<file path="src/rtl/sipo_frame_ctrl_if.sv">
// Parallel word handshake between the frame receiver and its consumer.
// The receiver drives data and valid; the consumer drives ready.
interface sipo_frame_ctrl_if #(
    parameter int WIDTH = 4
);
    logic [WIDTH-1:0] out_data;
    logic             out_valid;
    logic             out_ready;

    modport master (
        output out_data,
        output out_valid,
        input  out_ready
    );

    modport slave (
        input  out_data,
        input  out_valid,
        output out_ready
    );
endinterface

</file>
<file path="src/rtl/sipo_frame_ctrl.sv">
// Serial frame receiver: start bit, MSB-first data, stop bit, valid/ready out.
// Define SIPO_FRAME_CTRL_PARITY_EN to add an even-parity bit before the stop bit.
module sipo_frame_ctrl #(
    parameter int WIDTH = 4
) (
    input  logic             clock,
    input  logic             reset,
    input  logic             serial_in,
    input  logic             bit_valid,
    input  logic             clr_overrun,
    sipo_frame_ctrl_if.master word,
    output logic             busy,
    output logic             frame_err,
    output logic             overrun
);
    localparam int CW = $clog2(WIDTH) + 1;

`ifdef SIPO_FRAME_CTRL_PARITY_EN
    typedef enum logic [1:0] {
        IDLE,
        DATA,
        PARITY,
        STOP
    } state_t;
`else
    typedef enum logic [1:0] {
        IDLE,
        DATA,
        STOP
    } state_t;
`endif

    state_t           state, state_n;
    logic [CW-1:0]    cnt, cnt_n;
    logic [WIDTH-1:0] shreg, shreg_n;
    logic [WIDTH-1:0] data_q, data_n;
    logic             valid_q, valid_n;
    logic             ovr_q, ovr_n;
    logic             ferr_n;
    logic             deliver;
    logic             stop_ok;

`ifdef SIPO_FRAME_CTRL_PARITY_EN
    logic             par_err, par_err_n;
    assign stop_ok = serial_in && !par_err;
`else
    assign stop_ok = serial_in;
`endif

    always_ff @(posedge clock) begin
        if (reset) begin
            state     <= IDLE;
            cnt       <= '0;
            shreg     <= '0;
            data_q    <= '0;
            valid_q   <= 1'b0;
            ovr_q     <= 1'b0;
            frame_err <= 1'b0;
`ifdef SIPO_FRAME_CTRL_PARITY_EN
            par_err   <= 1'b0;
`endif
        end else begin
            state     <= state_n;
            cnt       <= cnt_n;
            shreg     <= shreg_n;
            data_q    <= data_n;
            valid_q   <= valid_n;
            ovr_q     <= ovr_n;
            frame_err <= ferr_n;
`ifdef SIPO_FRAME_CTRL_PARITY_EN
            par_err   <= par_err_n;
`endif
        end
    end

    always_comb begin
        state_n = state;
        cnt_n   = cnt;
        shreg_n = shreg;
        deliver = 1'b0;
        ferr_n  = 1'b0;
`ifdef SIPO_FRAME_CTRL_PARITY_EN
        par_err_n = par_err;
`endif
        if (bit_valid) begin
            unique case (state)
                IDLE: begin
                    if (!serial_in) begin
                        state_n = DATA;
                        cnt_n   = '0;
                        shreg_n = '0;
                    end
                end
                DATA: begin
                    shreg_n = {shreg[WIDTH-2:0], serial_in};
                    cnt_n   = cnt + 1'b1;
                    if (cnt == CW'(WIDTH - 1)) begin
`ifdef SIPO_FRAME_CTRL_PARITY_EN
                        state_n = PARITY;
`else
                        state_n = STOP;
`endif
                    end
                end
`ifdef SIPO_FRAME_CTRL_PARITY_EN
                PARITY: begin
                    par_err_n = ^shreg ^ serial_in;
                    state_n   = STOP;
                end
`endif
                STOP: begin
                    deliver = stop_ok;
                    ferr_n  = !stop_ok;
                    state_n = IDLE;
                end
                default: state_n = IDLE;
            endcase
        end
    end

    // A full output register with no accept this cycle drops the new word.
    always_comb begin
        data_n  = data_q;
        valid_n = valid_q;
        ovr_n   = ovr_q && !clr_overrun;
        if (deliver) begin
            if (valid_q && !word.out_ready) begin
                ovr_n = 1'b1;
            end else begin
                data_n  = shreg;
                valid_n = 1'b1;
            end
        end else if (valid_q && word.out_ready) begin
            valid_n = 1'b0;
        end
    end

    assign word.out_data  = data_q;
    assign word.out_valid = valid_q;
    assign busy           = (state != IDLE);
    assign overrun        = ovr_q;
endmodule

</file>
<file path="src/flat_wrapper.sv">
// flat-port wrapper written by rule: the top's interface ports become plain ports
module sipo_frame_ctrl_flat 
#(
    parameter int WIDTH = 4
)
  (clock, reset, serial_in, bit_valid, clr_overrun, busy, frame_err, overrun, word_out_data, word_out_valid, word_out_ready);
  sipo_frame_ctrl_if #(.WIDTH(WIDTH)) word_i ();
  input  logic clock;
  input  logic reset;
  input  logic serial_in;
  input  logic bit_valid;
  input  logic clr_overrun;
  output logic busy;
  output logic frame_err;
  output logic overrun;
  output wire logic [$bits(word_i.out_data)-1:0] word_out_data;
  output wire logic [$bits(word_i.out_valid)-1:0] word_out_valid;
  input wire logic [$bits(word_i.out_ready)-1:0] word_out_ready;
  assign word_out_data = word_i.out_data;
  assign word_out_valid = word_i.out_valid;
  assign word_i.out_ready = word_out_ready;
  sipo_frame_ctrl #(.WIDTH(WIDTH)) u_core (.clock(clock), .reset(reset), .serial_in(serial_in), .bit_valid(bit_valid), .clr_overrun(clr_overrun), .word(word_i), .busy(busy), .frame_err(frame_err), .overrun(overrun));
endmodule
</file>
<file path="config.mk">
export PLATFORM = sky130hd
export DESIGN_NAME = sipo_frame_ctrl_flat
export DESIGN_NICKNAME = d
export VERILOG_FILES = /design/src/rtl/sipo_frame_ctrl_if.sv /design/src/rtl/sipo_frame_ctrl.sv /design/src/flat_wrapper.sv
export SDC_FILE = /design/constraint.sdc
export NUM_CORES = 1
export LEC_CHECK = 0
export ABC_AREA = 1
export ABC_CLOCK_PERIOD_IN_PS = 1300
export BUFFER_PORTS_ARGS = -buffer_cell sky130_fd_sc_hd__buf_4
export CELL_PAD_IN_SITES_DETAIL_PLACEMENT = 2
export CELL_PAD_IN_SITES_GLOBAL_PLACEMENT = 2
export CORE_UTILIZATION = 31
export CTS_BUF_LIST = sky130_fd_sc_hd__clkbuf_4
export DETAILED_ROUTE_END_ITERATION = 12
export GPL_TIMING_DRIVEN = 1
export PLACE_DENSITY = 0.75
export SETUP_SLACK_MARGIN = 0.2
export SYNTH_ARGS = -nofsm -noshare
export SYNTH_HDL_FRONTEND = slang
export SYNTH_SLANG_ARGS = --single-unit
export TNS_END_PERCENT = 20
</file>
<file path="constraint.sdc">
create_clock -name clock -period 1.3 [get_ports clock]
set_clock_uncertainty 0.05 [all_clocks]
set_input_delay 0.13 -clock clock [delete_from_list [all_inputs] [get_ports clock]]
set_output_delay 0.13 -clock clock [all_outputs]
set_load 0.05 [all_outputs]
</file>
==> flow_summary.json <==
{
  "track_usage_pct": 19.2,
  "viasPerCell": 4.94,
  "antenna_found_initial": 0,
  "maxSlewViolCount": 0,
  "clk_latency_ns": 0.29,
  "rows": 16,
  "cts_buffers": 3,
  "die_w_um": 48.6,
  "num_vias": 672,
  "worst_setup_path_start_kind": "register",
  "drt_iter0_markers": 9,
  "end_kind": "register",
  "synth_area_sq_um": 673,
  "clkSinkCount": 16,
  "ys_warn_count": 0,
  "synth_top_area_share_pct": 47.6,
  "period_share_pct": 91.3,
  "slew_headroom_pct": 80.1,
  "tightest_slew_ns": 0.298,
  "path_max_fanout": 6,
  "leakagePower_uw": 0.000393,
  "ios": 14,
  "nNetsFinal": 118,
  "cts_max_level": 1,
  "nFillCells": 224,
  "grt.overflow.total": 0,
  "crit_type": "reg -> reg",
  "rsz0062_at_grt": "yes",
  "grt_max_degree": 16,
  "required_ns": 1.44,
  "ant_nets": 0,
  "arrival_ns": 1.33,
  "dp_slack_ns": 0.109,
  "drc": 0,
  "setup_tns_ns": 0,
  "yosysTopAreaCell": "dfxtp_1",
  "min_period_ns": 1.19,
  "syn_area_per_cell_sq_um": 7.74,
  "hold_class": "in -> reg",
  "fmax_mhz": 843,
  "hpwl_mm": 1.32,
  "status": "completed",
  "clockBufferDepth": 2,
  "gp_congestion": 0.751,
  "area_growth_pct": 46.3,
  "grt_pass1_wl_mm": 3.38,
  "port_buffers": 13,
  "peakVddDrop_v": 0.000602,
  "clk_pin_slew_ns": 0.11,
  "drv_cap": 0,
  "powerDensity_nw_per_um2": 929,
  "coreArea_sq_um": 2000,
  "finalHoldViolCount": 0,
  "drive_above_1_share_pct": 45.0,
  "fp.dieH_um": 48.6,
  "fin_util_pct": 49.2,
  "root_buffer": "clkbuf_4",
  "drt-total-wl_mm": 2.38,
  "netlist_top_cells_area": "dfxtp_1 48%, nand2_1 13%, a21oi_1 9.7%",
  "crit_start": "u_core.state[1]",
  "wl_per_cell_um": 17.5,
  "hold_start": "clr_overrun",
  "dr.pass1.iters": 3,
  "grt_pass1_vias": 707,
  "diodes": 0,
  "synthCells": 87,
  "ys_ff_latch": 16,
  "syn_nets": 95,
  "initial_utilization_pct": 33.6,
  "setup_slack_ns": 0.113,
  "yosysSeqAreaShare_pct": 47.6,
  "rr_startpoint": "u_core.state[1]",
  "cts_tree": "yes",
  "setup_viol": 0,
  "synth.distinct_cells": 17,
  "die_area_sq_um": 2360
}
## timing repair
| action | 4_1_cts | 5_1_grt |
|---|---|---|
| setup buffers | 3 | 2 |
| hold buffers | 1 | 0 |
| pin swaps | 5 | 5 |
| setup endpoints to repair | 14 | 14 |
| endpoints found under the hold margin | 1 | 0 |
| gates resized for setup | 18 | 13 |
## sequential cells by signal (all words and copies together) (netlist names)
register and count:
u_core.shreg 4, u_core.word.out_data 4, u_core.cnt 3, u_core.state 2, u_core.frame_err 1, u_core.overrun 1, u_core.word.out_valid 1
## Yosys cell counts
cell,instances
nor4_1,1
inv_1,9
o21ai_0,1
dfxtp_1,16
ha_1,2
inv_2,2
clkbuf_1,1
nor3_4,1
nand2_2,2
nand4_1,1
nand3_1,5
nand3b_2,1
nand2_4,1
a21oi_1,13
nor2_4,1
nor2_1,7
nand2_1,23
## worst max-delay path, cell delays in order, from the launching register on
cell and delay, ns:
dfxtp_4 0.41, buf_6 0.13, nand2_4 0.06, nor2_4 0.18, nand2_4 0.10, nand2_1 0.09
a21oi_2 0.05
## cell families after synthesis
| group | synth area share (%) |
|---|---|
| fa+ha+maj | 3.72 |
| compound gates | 10.4 |
| flops | 47.6 |
| simple gates | 31.6 |
| buf+inv | 6.69 |
## power breakdown
part	switching (uW)	internal (uW)	leakage, uW
clock network	176	112	0.0000154
registers	9.06	493	0.000132
logic	76.9	48.0	0.000245
total	262	653	0.000393
## through the flow
| step | power (uW) | cells | hold WS, ns | cell area (sq um) |
|---|---|---|---|---|
| finish | 915 | 136 | 0.0637 | 985 |
| floorplan | 562 | 87 | 0.149 | 677 |
| detailed placement | 599 | 126 | 0.296 | 805 |
| CTS | 895 | 134 | 0.0305 | 922 |
| global route | 954 | 136 | 0.0752 | 985 |
| global placement | 597 | 126 | 0.299 | 805 |
## final timing paths
kind | cells past startpoint | to | slack, ns
setup / recovery | 6 | u_core.word.out_data[3] | 0.11
hold / removal | 4 | u_core.overrun | 0.06
setup reg to reg | 6 | u_core.word.out_data[3] | 0.11
hold reg to reg | 2 | u_core.word.out_data[0] | 0.45
## layer usage
| metal | GRT usage, % | routed length [um] |
|---|---|---|
| met2 | 32.4 | 1200 |
| met3 | 4.72 | 67 |
| met4 | 8.82 | 55 |
| met5 | 0 | 0 |
| met1 | 22.9 | 1050 |
## placed cells by master (no fill, tap or decap), drive strengths merged
master,count
nand3,5
dfxtp,16
nand2,26
o21ai,1
nand3b,1
clkbuf,3
nor4,1
inv,11
a21oi,13
clkinv,1
nor2,8
ha,2
nand4,1
buf,18
nor3,1
dlygate4sd3,1
## area by class of cell
type	count	area [sq um]	area share, %
Clock buffer	3	22.5	2.29
Clock inverter	1	3.75	0.381
Inverter	11	43.8	4.45
Multi-Input combinational cell	59	394	40.0
Sequential cell	16	334	33.9
Tap cell	27	33.8	3.43
Timing Repair Buffer	19	153	15.5
No activity file was read; power rests on OpenSTA's default activity.
